--- src/rtl/mem_stage_lsu.sv ---
// rtl/mem_stage_lsu.sv - MEM-stage load/store unit with req/ack memory handshake
module mem_stage_lsu #(
  parameter int unsigned TIMEOUT = 15
) (
  input  logic        clk,
  input  logic        reset,
  input  logic        req_valid,
  input  logic        req_we,
  input  logic [1:0]  req_size,
  input  logic        req_signed,
  input  logic [31:0] req_addr,
  input  logic [31:0] req_wdata,
  output logic        stall,
  output logic        done,
  output logic [31:0] ld_data,
  output logic        misalign,
  output logic        bus_err,
  output logic        mem_req,
  output logic        mem_we,
  output logic [31:0] mem_addr,
  output logic [3:0]  mem_be,
  output logic [31:0] mem_wdata,
  input  logic        mem_ack,
  input  logic [31:0] mem_rdata
);

  typedef enum logic [1:0] {
    IDLE = 2'b00,
    BUSY = 2'b01,
    RESP = 2'b10
  } state_t;

  localparam logic [1:0] SIZE_BYTE = 2'b00;
  localparam logic [1:0] SIZE_HALF = 2'b01;
  localparam logic [1:0] SIZE_WORD = 2'b10;

  // Last BUSY cycle index before giving up on mem_ack
  localparam logic [7:0] CNT_LAST = 8'(TIMEOUT - 1);

  state_t      state_q, state_d;
  logic [7:0]  cnt_q;
  logic        mem_we_q;
  logic [31:0] mem_addr_q;
  logic [3:0]  mem_be_q;
  logic [31:0] mem_wdata_q;
  logic [1:0]  size_q;
  logic        signed_q;
  logic [1:0]  off_q;
  logic [31:0] ld_data_q;
  logic        bus_err_q;

  logic        illegal;
  logic [3:0]  be_calc;
  logic [31:0] wdata_calc;
  logic [31:0] lane_shifted;
  logic [31:0] ld_ext;

  logic        accept;
  logic        ack_take;
  logic        time_out;

  // Alignment check on the incoming request
  always_comb begin
    illegal = 1'b0;
    case (req_size)
      SIZE_BYTE: illegal = 1'b0;
      SIZE_HALF: illegal = req_addr[0];
      SIZE_WORD: illegal = (req_addr[1:0] != 2'b00);
      default:   illegal = 1'b1;
    endcase
  end

  // Big-endian byte enables and lane-replicated store data
  always_comb begin
    be_calc    = 4'b0000;
    wdata_calc = req_wdata;
    case (req_size)
      SIZE_BYTE: begin
        be_calc    = 4'b1000 >> req_addr[1:0];
        wdata_calc = {4{req_wdata[7:0]}};
      end
      SIZE_HALF: begin
        be_calc    = req_addr[1] ? 4'b0011 : 4'b1100;
        wdata_calc = {2{req_wdata[15:0]}};
      end
      SIZE_WORD: begin
        be_calc    = 4'b1111;
        wdata_calc = req_wdata;
      end
      default: begin
        be_calc    = 4'b0000;
        wdata_calc = req_wdata;
      end
    endcase
  end

  // Lane extraction from the read word; offset 0 lives in bits [31:24]
  always_comb begin
    lane_shifted = mem_rdata << {off_q, 3'b000};
    ld_ext       = mem_rdata;
    case (size_q)
      SIZE_BYTE: begin
        ld_ext = {{24{signed_q & lane_shifted[31]}}, lane_shifted[31:24]};
      end
      SIZE_HALF: begin
        if (off_q[1]) begin
          ld_ext = {{16{signed_q & mem_rdata[15]}}, mem_rdata[15:0]};
        end else begin
          ld_ext = {{16{signed_q & mem_rdata[31]}}, mem_rdata[31:16]};
        end
      end
      default: ld_ext = mem_rdata;
    endcase
  end

  // Next-state and handshake outputs
  always_comb begin
    state_d  = state_q;
    stall    = 1'b0;
    misalign = 1'b0;
    mem_req  = 1'b0;
    done     = 1'b0;
    accept   = 1'b0;
    ack_take = 1'b0;
    time_out = 1'b0;
    case (state_q)
      IDLE: begin
        if (req_valid) begin
          if (illegal) begin
            misalign = 1'b1;
          end else begin
            stall   = 1'b1;
            accept  = 1'b1;
            state_d = BUSY;
          end
        end
      end
      BUSY: begin
        mem_req = 1'b1;
        stall   = 1'b1;
        if (mem_ack) begin
          ack_take = 1'b1;
          state_d  = RESP;
        end else if (cnt_q >= CNT_LAST) begin
          time_out = 1'b1;
          state_d  = RESP;
        end
      end
      RESP: begin
        // req_valid here is the instruction just serviced, so it is ignored
        done    = 1'b1;
        state_d = IDLE;
      end
      default: state_d = IDLE;
    endcase
  end

  // State, captured request and load result registers
  always_ff @(posedge clk) begin
    if (reset) begin
      state_q     <= IDLE;
      cnt_q       <= 8'd0;
      mem_we_q    <= 1'b0;
      mem_addr_q  <= 32'd0;
      mem_be_q    <= 4'b0000;
      mem_wdata_q <= 32'd0;
      size_q      <= 2'b00;
      signed_q    <= 1'b0;
      off_q       <= 2'b00;
      ld_data_q   <= 32'd0;
      bus_err_q   <= 1'b0;
    end else begin
      state_q <= state_d;
      if (accept) begin
        cnt_q       <= 8'd0;
        mem_we_q    <= req_we;
        mem_addr_q  <= {req_addr[31:2], 2'b00};
        mem_be_q    <= be_calc;
        mem_wdata_q <= wdata_calc;
        size_q      <= req_size;
        signed_q    <= req_signed;
        off_q       <= req_addr[1:0];
        bus_err_q   <= 1'b0;
      end else if (state_q == BUSY) begin
        cnt_q <= cnt_q + 8'd1;
      end
      if (ack_take) begin
        ld_data_q <= mem_we_q ? 32'd0 : ld_ext;
      end
      if (time_out) begin
        ld_data_q <= 32'd0;
        bus_err_q <= 1'b1;
      end
    end
  end

  assign mem_we    = mem_we_q;
  assign mem_addr  = mem_addr_q;
  assign mem_be    = mem_be_q;
  assign mem_wdata = mem_wdata_q;
  assign ld_data   = ld_data_q;
  assign bus_err   = done & bus_err_q;

endmodule

--- config.mk ---
export PLATFORM = sky130hd
export DESIGN_NAME = mem_stage_lsu
export DESIGN_NICKNAME = d
export VERILOG_FILES = /design/src/rtl/mem_stage_lsu.sv
export SDC_FILE = /design/constraint.sdc
export NUM_CORES = 1
export LEC_CHECK = 0
export CAP_MARGIN = 30
export CELL_PAD_IN_SITES_DETAIL_PLACEMENT = 2
export CELL_PAD_IN_SITES_GLOBAL_PLACEMENT = 2
export CORE_MARGIN = 3
export CORE_UTILIZATION = 26
export CTS_CLUSTER_DIAMETER = 200
export DETAILED_ROUTE_END_ITERATION = 10
export GPL_TIMING_DRIVEN = 0
export PLACE_DENSITY_LB_ADDON = 0.1
export SYNTH_ARGS = -nofsm -noshare
export SYNTH_HDL_FRONTEND = slang
export SYNTH_SLANG_ARGS = --single-unit
export TNS_END_PERCENT = 1
--- constraint.sdc ---
create_clock -name clk -period 5.6 [get_ports clk]
set_input_delay 1.68 -clock clk [delete_from_list [all_inputs] [get_ports clk]]
set_output_delay 1.68 -clock clk [all_outputs]
set_load 0.1 [all_outputs]
==> impl_metrics.tcl <==
set metrics [dict create \
    outcome "complete, no violations" \
    core_area_um2 19900 \
    clock-sinks 115 \
    ctsLongestPathBuffers 2 \
    synthXorXnorAreaFrac_pct 1.14 \
    maxCapViolCount 0 \
    critical_path_required_ns 3.92 \
    async_flop_share_pct 0 \
    cts_made_buffers 17 \
    drc_errors 0 \
    grt_pass1_vias 6970 \
    power.density_nw_per_um2 322 \
    postCtsSetupRepairBufs 0 \
    hp-class "register to register" \
    setup_tns_ns 0 \
    start_kind "input pin" \
    post-dp-hpwl_mm 19.6 \
    arrival_ns 3.75 \
    synth_ff_type "dfxtp_1" \
    ant_nets 0 \
    nFillCells 2178 \
    io_pins 210 \
    area_delta_synth_final_pct 58.5 \
    yosysWarnings 0 \
    cts_tree "yes" \
    final_nets 984 \
    slowest_delay_ns 0.57 \
    synth_top_family_by_area "compound AO/OA/AOI/OAI gates" \
    post_drt_wl_per_cell_um 22.5 \
    die_w_um 150 \
    setup_viol_count_final 0 \
    grt_pass1_wl_mm 39.7 \
    grtUsageTotal_pct 22.8 \
    drt-initial-drc-count 209 \
    synth_fa_ha_area_share_pct 0.465 \
    synth_edf_count 0 \
    worst_pin_slew_ns 1.06 \
    route.final.wire_length_mm 26.0 \
    synth_seq_cells 115 \
    grt_remaining_overflow 0 \
    place_ws_ns -0.932 \
    ir_drop_uv 219 \
    yosysUniqueCellTypes 52 \
    vias 6067 \
    relSlewSlack_pct 29.4 \
    rows 51 \
    met1Wirelength_mm 10.8 \
    initial_core_util_pct 27.0 \
    synth_cells 649 \
    dr.pass1.iters 4 \
    vias_per_cell 5.25 \
    wl_met3_mm 1.26 \
    fin_skew_ns 0.0210 \
    p_leak_nw 2.94 \
    die_h_um 150 \
    yosys.area_share.simple_pct 14.8 \
    grt_max_degree 17 \
    slew_viol_final 0 \
    syn_avg_cell_area_um2 8.29 \
    timing.final.ws_setup_ns 0.175 \
    path_clk_slew_ns 0.05 \
    synth_compound_area_share_pct 28.8 \
    crit_path_cell_trace "clkdlybuf4s50_1 -> o21a_1 -> o22ai_2 -> clkbuf_4 -> a21oi_1 -> nor2_1 -> buf_4" \
    whs_ns 0.457 \
    routed.top_layer "met4" \
    port_buffers 204 \
    final.min_clock_period_ns 5.43 \
    fmax_ghz 0.184 \
    drive_above_1_share_pct 8.08 \
    cts_root_buf "clkbuf_16" \
    rsz0062_at_grt "false" \
    antenna_found_initial 0 \
    yosysSeqAreaShare_pct 42.8 \
    clock_latency_ns 0.42 \
    dieArea_um2 22500 \
    antennaDiodeCount 0 \
    place_congestion 0.843 \
    crit_fanout 10 \
    period_share_pct 96.9 \
    critPathCaptureType "output port" \
    path_class "input pin to output port" \
    syn-cell-area_um2 5380 \
    met2_length_mm 13.4 \
    synth_mux_area_share_pct 5.95 \
    finalHoldViolations 0 \
    h-tree-depth 4 \
    hold_buffers 0 \
    final_core_util_pct 42.8 \
    slowest_stage "clkdlybuf4s50_1" \
]
==> layout make-up <==
class	count	area, um^2	area share, %
Tap cell	265	332	3.89
Multi-Input combinational cell	462	2760	32.4
Clock inverter	13	183	2.14
Sequential cell	115	2300	27.0
Clock buffer	19	443	5.20
Buffer	67	303	3.55
Inverter	6	22.5	0.264
Timing Repair Buffer	209	2180	25.6
==> placed cells by master (no fill, tap or decap), types with 3 or more instances in the layout <==
master	instances
a211oi_1	16
a21oi_1	108
a22oi_1	18
a311oi_1	8
buf_16	5
buf_2	18
buf_4	5
bufinv_16	4
clkbuf_1	41
clkbuf_16	17
clkdlybuf4s50_1	202
clkinv_2	4
clkinv_4	3
dfxtp_1	115
inv_1	6
mux2i_1	32
nand2_1	40
nand2b_1	11
nand3_1	52
nand4_1	4
nor2_1	12
nor2b_1	4
nor3_1	11
nor3b_1	5
o21ai_0	89
o221ai_1	9
xnor2_1	4
xor2_1	3
==> metal layers <==
layer	vias to the layer above	global-route usage, %
met1	3019	27.1
met3	31	4.88
li1	2845	-
met2	172	40.5
met4	0	7.96
met5	-	0
==> timing repair <==
item | in CTS | in global routing
resized for setup | 10 | 4
setup endpoints to repair | 2 | 2
pin swaps | 0 | 0
==> cells by family (layout without fill, tap and decap cells) <==
logic type | Yosys count | after routing
muxes | 32 | 32
buffers and inverters | 73 | 314
xor gates and xnor gates | 7 | 7
other | 1 | 2
AOI/OAI and AO/OA | 265 | 265
DFF | 115 | 115
adders and majority gates | 2 | 2
and+or+nand+nor | 154 | 154
==> final timing paths <==
kind               start          end  slack, ns  depth (start not counted)
max          req_addr[1]        stall       0.17                          7
min          ld_data[10]  ld_data[10]       0.46                          2
max reg2reg       mem_we  ld_data[28]       3.65                          5
min reg2reg  ld_data[10]  ld_data[10]       0.46                          2
==> per-stage QoR <==
| stage | cells | power [mW] | instance area, um^2 |
|---|---|---|---|
| final | 1156 | 2.75 | 8520 |
| after global routing | 1156 | 2.84 | 8520 |
| after CTS | 1155 | 2.77 | 8490 |
| after detailed placement | 1123 | 1.59 | 7870 |
| after global placement | 1119 | 1.56 | 7760 |
| after floorplan | 650 | 1.33 | 5380 |
==> state kept, by name (all words and copies together), names as in the netlist, 2 cells and up <==
register / cells
mem_be: 4
mem_wdata: 32
size_q: 2
state_q: 2
ld_data: 32
cnt_q: 8
mem_addr: 30
off_q: 2
==> report_power, final <==
group / internal [mW] / switching, mW / total (mW)
logic: 0.207 / 0.488 / 0.695
clock network: 0.756 / 0.413 / 1.17
registers: 0.856 / 0.0262 / 0.883
==> synthesized netlist by cell type, types with 5 or more instances <==
master / instances / area [um^2]
nor2_1: 12 / 45.0
a311oi_1: 8 / 70.1
o221ai_1: 9 / 78.8
mux2i_1: 32 / 320
nor3b_1: 5 / 37.5
dfxtp_1: 115 / 2300
a211oi_1: 16 / 120
o21ai_0: 89 / 445
a22oi_1: 18 / 135
nand2_1: 40 / 150
clkbuf_1: 42 / 158
nand3_1: 52 / 260
buf_2: 18 / 90.1
inv_1: 6 / 22.5
a21oi_1: 108 / 541
nand2b_1: 11 / 68.8
nor3_1: 11 / 55.1
==> worst max-delay path: cells and delay by family <==
family,cells,cell delay [ns]
simple gates,1,0.16
compound gates,3,0.67
buf+inv,3,1.22
Note: power is estimated with default switching activity, not from simulation.
